<file path="src/rtl/line_fetch.sv">
// Line fetcher: splits a word-addressed line into row-safe bursts of up to 4 words
// and streams the read data through a credit-guarded FWFT FIFO. Optional macro: LINE_FETCH_ABORT_EN.
module line_fetch #(
  parameter int DEPTH    = 64,
  parameter int MAXWORDS = 2048
) (
  input  logic        clk_i,
  input  logic        rstn_i,
  input  logic        start_i,
  input  logic [22:0] base_i,
  input  logic [11:0] nwords_i,
`ifdef LINE_FETCH_ABORT_EN
  input  logic        abort_i,
`endif
  output logic        busy_o,
  output logic        done_o,
  output logic [22:0] memaddr_o,
  output logic [1:0]  memlen_o,
  output logic        memwr_o,
  output logic        memreq_o,
  input  logic        memready_i,
  input  logic        memack_i,
  input  logic [31:0] memrdata_i,
  output logic [31:0] outdata_o,
  output logic        outvalid_o,
  input  logic        outready_i
);
  localparam int AW = $clog2(DEPTH);
  localparam int CW = AW + 1;
  localparam logic [CW:0] DEPTH_W = (CW+1)'(DEPTH);
  localparam logic [11:0] MAXLEN  = 12'(MAXWORDS);

  typedef enum logic [1:0] {IDLE, ISSUE, DRAIN} state_t;

  state_t          state_q, state_d;
  logic [22:0]     addr_q, addr_d;
  logic [11:0]     rem_q, rem_d;
  logic [CW-1:0]   outst_q, outst_d;
  logic            done_q, done_d;
  logic            disc_q, disc_d;
  logic [AW-1:0]   wr_ptr_q, wr_ptr_d, rd_ptr_q, rd_ptr_d;
  logic [CW-1:0]   cnt_q, cnt_d;
  logic            pend_q;
  logic [31:0]     pend_data_q;
  logic [31:0]     mem [DEPTH];

  logic [8:0]      row_left;
  logic [2:0]      blen, blen_m1;
  logic [CW:0]     used;
  logic            credit_ok, accept, ack_take, push, pop, flush, wr_en, abort_now;
  logic [11:0]     len_in;
  logic [CW-1:0]   inc, dec;

`ifdef LINE_FETCH_ABORT_EN
  assign abort_now = abort_i && (state_q != IDLE);
`else
  assign abort_now = 1'b0;
`endif

  // Burst length: at most 4, never past the line end or the current 256-word row.
  always_comb begin
    row_left = 9'd256 - {1'b0, addr_q[7:0]};
    blen     = (rem_q >= 12'd4) ? 3'd4 : rem_q[2:0];
    if ({6'd0, blen} > row_left) blen = row_left[2:0];
    blen_m1  = blen - 3'd1;
  end

  // Words already in flight or buffered reserve FIFO space, so overflow cannot happen.
  assign used      = {1'b0, cnt_q} + {{CW{1'b0}}, pend_q} + {1'b0, outst_q};
  assign credit_ok = (DEPTH_W - used) >= {{(CW-2){1'b0}}, blen};

  assign memreq_o  = (state_q == ISSUE) && (blen != 3'd0) && credit_ok;
  assign memaddr_o = addr_q;
  assign memlen_o  = (state_q == ISSUE) ? blen_m1[1:0] : 2'd0;
  assign memwr_o   = 1'b0;

  assign accept   = memreq_o && memready_i;
  assign ack_take = memack_i && (outst_q != '0);
  assign flush    = abort_now;
  assign push     = ack_take && !disc_q && !flush;
  assign pop      = (cnt_q != '0) && outready_i && !flush;
  assign wr_en    = pend_q && !flush;
  assign len_in   = (nwords_i > MAXLEN) ? MAXLEN : nwords_i;
  assign inc      = accept ? {{(CW-3){1'b0}}, blen} : '0;
  assign dec      = ack_take ? {{(CW-1){1'b0}}, 1'b1} : '0;

  always_comb begin
    state_d = state_q;
    addr_d  = addr_q;
    rem_d   = rem_q;
    done_d  = 1'b0;
    disc_d  = disc_q;
    outst_d = outst_q + inc - dec;
    case (state_q)
      IDLE: begin
        if (start_i) begin
          if (len_in == 12'd0) begin
            done_d = 1'b1;
          end else begin
            addr_d  = base_i;
            rem_d   = len_in;
            state_d = ISSUE;
          end
        end
      end
      ISSUE: begin
        if (accept) begin
          addr_d = addr_q + {20'd0, blen};
          rem_d  = rem_q - {9'd0, blen};
          if (rem_q == {9'd0, blen}) state_d = DRAIN;
        end
      end
      DRAIN: begin
        if (outst_q == '0) begin
          state_d = IDLE;
          done_d  = 1'b1;
          disc_d  = 1'b0;
        end
      end
      default: state_d = IDLE;
    endcase
    if (abort_now && (state_q == ISSUE)) state_d = DRAIN;
    if (abort_now && (state_d != IDLE)) disc_d = 1'b1;
  end

  always_comb begin
    wr_ptr_d = wr_ptr_q + (wr_en ? {{(AW-1){1'b0}}, 1'b1} : '0);
    rd_ptr_d = rd_ptr_q + (pop ? {{(AW-1){1'b0}}, 1'b1} : '0);
    cnt_d    = cnt_q + {{(CW-1){1'b0}}, wr_en} - {{(CW-1){1'b0}}, pop};
    if (flush) begin
      rd_ptr_d = wr_ptr_q;
      cnt_d    = '0;
    end
  end

  always_ff @(posedge clk_i or negedge rstn_i) begin
    if (!rstn_i) begin
      state_q     <= IDLE;
      addr_q      <= '0;
      rem_q       <= '0;
      outst_q     <= '0;
      done_q      <= 1'b0;
      disc_q      <= 1'b0;
      wr_ptr_q    <= '0;
      rd_ptr_q    <= '0;
      cnt_q       <= '0;
      pend_q      <= 1'b0;
      pend_data_q <= '0;
    end else begin
      state_q  <= state_d;
      addr_q   <= addr_d;
      rem_q    <= rem_d;
      outst_q  <= outst_d;
      done_q   <= done_d;
      disc_q   <= disc_d;
      wr_ptr_q <= wr_ptr_d;
      rd_ptr_q <= rd_ptr_d;
      cnt_q    <= cnt_d;
      pend_q   <= push;
      if (push) pend_data_q <= memrdata_i;
    end
  end

  // Ack data is staged one cycle before it lands in storage.
  always_ff @(posedge clk_i) begin
    if (wr_en) mem[wr_ptr_q] <= pend_data_q;
  end

  assign outdata_o  = mem[rd_ptr_q];
  assign outvalid_o = (cnt_q != '0);
  assign busy_o     = (state_q != IDLE);
  assign done_o     = done_q;
endmodule

</file>
<file path="config.mk">
export PLATFORM = sky130hd
export DESIGN_NAME = line_fetch
export DESIGN_NICKNAME = d
export VERILOG_FILES = /design/src/rtl/line_fetch.sv
export SDC_FILE = /design/constraint.sdc
export NUM_CORES = 2
export LEC_CHECK = 0
export BUFFER_PORTS_ARGS = -buffer_cell sky130_fd_sc_hd__buf_2
export CORE_MARGIN = 2
export CORE_UTILIZATION = 65
export CTS_CLUSTER_DIAMETER = 30
export DETAILED_ROUTE_END_ITERATION = 10
export PLACE_DENSITY_LB_ADDON = 0.12
export SYNTH_ARGS = -nofsm -noshare
export SYNTH_HDL_FRONTEND = slang
export SYNTH_SLANG_ARGS = --single-unit
</file>
<file path="constraint.sdc">
create_clock -name clk_i -period 14 [get_ports clk_i]
set_clock_uncertainty 0.2 [all_clocks]
set_input_delay 2.1 -clock clk_i [delete_from_list [all_inputs] [get_ports clk_i]]
set_output_delay 2.1 -clock clk_i [all_outputs]
set_load 0.03 [all_outputs]
</file>
==> flow_summary.ini <==
[outcome]
status = finished clean

[yosys]
synthArstFlopShare = 0.0452
muxShareOfSynthArea = 0.182
synth_common_cells = edfxtp_1, mux4_2, nand2_1
synth_area_leaders = edfxtp_1, mux4_2, dfrtp_1, ha_1, nand2_1
yosysSeqAreaShare = 0.762
synth-edff-count = 2048
synth_cells = 3643
synth.avg_cell_area_sq_um = 23.0
synth_fp_nets = 3775
synth_top_area_frac = 0.733
synth_area_leader_cell = edfxtp_1
synth_fa_ha_area_frac = 0.00942
yosysWarnings = 0
synthFlopType = edfxtp_1
syn_area_sq_mm = 0.0839
synth_compound_area_frac = 0.0130
synthMostInstantiatedCell = edfxtp_1
yosys.area_share.simple = 0.0179
synth_xor_area_frac = 0.00261
yosysUniqueCellTypes = 74
synth_top_family_by_area = multiplexers
ys_ff_latch = 2145

[worst_setup_path]
rr_worst_depth = 26
cp.required_ns = 11.70
slowest_stage = dfrtp_4
r2r-end = outst_q[6]
crit_path_start = rd_ptr_q[0]
crit_arrival_ns = 6.00
cpMostUsedCell = mux4_2
critical-path-max-stage-delay_ns = 1.06
r2r_slack_ns = 6.50
crit_type = reg -> out
r2r_start = rem_q[5]
worstPathMaxFanout = 113
start_kind = register
crit_end = outdata_o[29]
path_cells = buf_12, buf_4, mux4_2, mux4_2, mux4_2, buf_2
end_kind = output pin

[hold_path]
hold_depth = 2
hold_class = reg -> reg

[timing]
period_needed_ns = 8.30
slew_headroom = 0.0236
hold_viol = 0
drv_slew = 0
setup_violations = 0
tightest_slew_ns = 1.46
rsz0062_at_grt = no
clock.fmax_mhz = 120
finalSetupTns_ns = 0
fin_crit_sh = 0.593

[route]
wl_per_cell_um = 43.0
num_vias = 45400
drt_iter0_drc = 8618
route.detailed.drc = 0
drtAntennaViolNets = 0
viasPerCell = 7.52
wl_um = 259000
first_pass_iters = 6

[die]
die-area_sq_mm = 0.132
dieWidth_um = 363
initial_core_util = 0.657
fp.dieH_um = 363
fp-row-count = 131
coreArea_sq_mm = 0.128
ios = 135

[clock_network]
cts.path.max_buffers = 4
root_buffer = clkbuf_16
cts_tree = yes
cts_hold_buffers = 0
cts_setup_buffers = 0
numCtsBuffers = 373
postCtsResizedCells = 0
htree_num_levels = 5
clock-sinks = 2145
clk_latency_ns = 0.93
clkTransAtPathRegs_ns = 0.06

[power]
vdd_drop_max_v = 0.000238
p_leak_nw = 32.9
p_total_mw = 23.3
pwr_density_cell_mw_per_mm2 = 234

[flow_run]
cap_viol_max_count = 0

[layout]
syn_to_final_growth_pct = 18.7
final_nets = 4200
drive_gt1_frac = 0.375

[global_route]
grt_max_degree = 116
grt_use_total = 0.407
grt_pass1_vias = 47500
grt_pass1_wl_um = 365000
antenna_found_initial = 22
overflow = 0

[place]
port-buffer-count = 133
gp_congestion = 0.886
hpwl_um = 114000
## sequential cells by signal, summed over array words and instances, names as in the netlist
register     cells
mem           2048
pend_data_q     32
memaddr_o       23
rem_q           12
cnt_q            7
outst_q          7
rd_ptr_q         6
wr_ptr_q         6
state_q          2
done_o           1
pend_q           1
## power breakdown
part	internal, mW	switching [mW]	total [mW]	leakage, nW
combinational	2.60	3.51	6.11	7.16
clock	5.84	3.35	9.20	6.00
sequential	7.47	0.535	8.01	19.7
total	15.9	7.40	23.3	32.9
## through the flow
step	setup WS (ns)	utilization	instance area [sq um]	instances	hold WS (ns)
2_1_floorplan	7.63	-	83900	3643	0.277
3_3_place_gp	6.85	0.682	87100	5355	0.263
3_5_place_dp	6.81	0.682	87100	5355	0.264
4_1_cts	5.66	0.779	99600	6029	0.304
5_1_grt	5.38	0.779	99600	6031	0.314
6_report	5.70	0.779	99700	6036	0.308
## cell usage in the layout, fill, tap and decap left out, types with 6 or more instances in the layout
master      count
buf_2         132
clkinvlp_4     48
mux4_2        672
a221oi_1       10
xor2_1         11
clkinv_2       55
edfxtp_1     2048
mux2i_1         6
clkbuf_1       32
nor2_4         56
ha_1           52
a31oi_1         7
nand4_1         6
nor3_2          6
buf_4         105
o22ai_1         7
nand2b_1        8
fa_1            7
a21o_1          6
a211oi_1        9
nor3_1         10
a221oi_2       10
nand2_1       131
clkbuf_16     379
clkinv_4       26
o21ai_0        17
or3_1           7
clkinv_1       38
bufinv_16      46
diode_2         7
nand3_1        26
inv_6          36
dfrtp_2        25
inv_1          63
nor2_1         54
dfrtp_1        68
a21oi_1        22
xnor2_1        14
inv_8           8
## routing by layer
layer | vias to the layer above | GRT usage | part of all wire
li1 | 16500 | - | -
met1 | 23200 | 0.523 | 0.31
met2 | 4623 | 0.631 | 0.48
met3 | 1046 | 0.129 | 0.15
met4 | 28 | 0.220 | 0.065
met5 | - | 0.000726 | 0.00084
## critical path: cells and delay by family, from the launching register on
kind	cells	cell delay [ns]
muxes	3	1.86
buffers and inverters	3	1.94
DFF	1	1.06
## layout make-up
class                           instances  area, sq um
Sequential cell                      2145        64000
Fill cell                            5813        28200
Clock inverter                        260         2850
Tap cell                             1662         2080
Timing Repair Buffer                  240         1510
Multi-Input combinational cell       1244        19300
Clock buffer                          414         9650
Antenna cell                            7         17.5
Inverter                               64          243
## how the worst min path moves through the flow
| stage | start | endpoint | slack (ns) |
|---|---|---|---|
| global route | pend_data_q[18] | pend_data_q[18] | 0.31 |
| finish | pend_data_q[5] | pend_data_q[5] | 0.31 |
| detailed placement | pend_data_q[18] | pend_data_q[18] | 0.26 |
| global placement | pend_data_q[17] | pend_data_q[17] | 0.26 |
| CTS | pend_data_q[5] | pend_data_q[5] | 0.30 |
| floorplan | rd_ptr_q[1] | rd_ptr_q[1] | 0.28 |
## cells by family after synthesis
kind of cell	Yosys count
DFF	2145
muxes	684
and+or+nand+nor	337
buffers and inverters	254
AOI/OAI and AO/OA	138
adders and majority gates	59
xor gates and xnor gates	25
other	1
(Power assumes the default switching activity.)
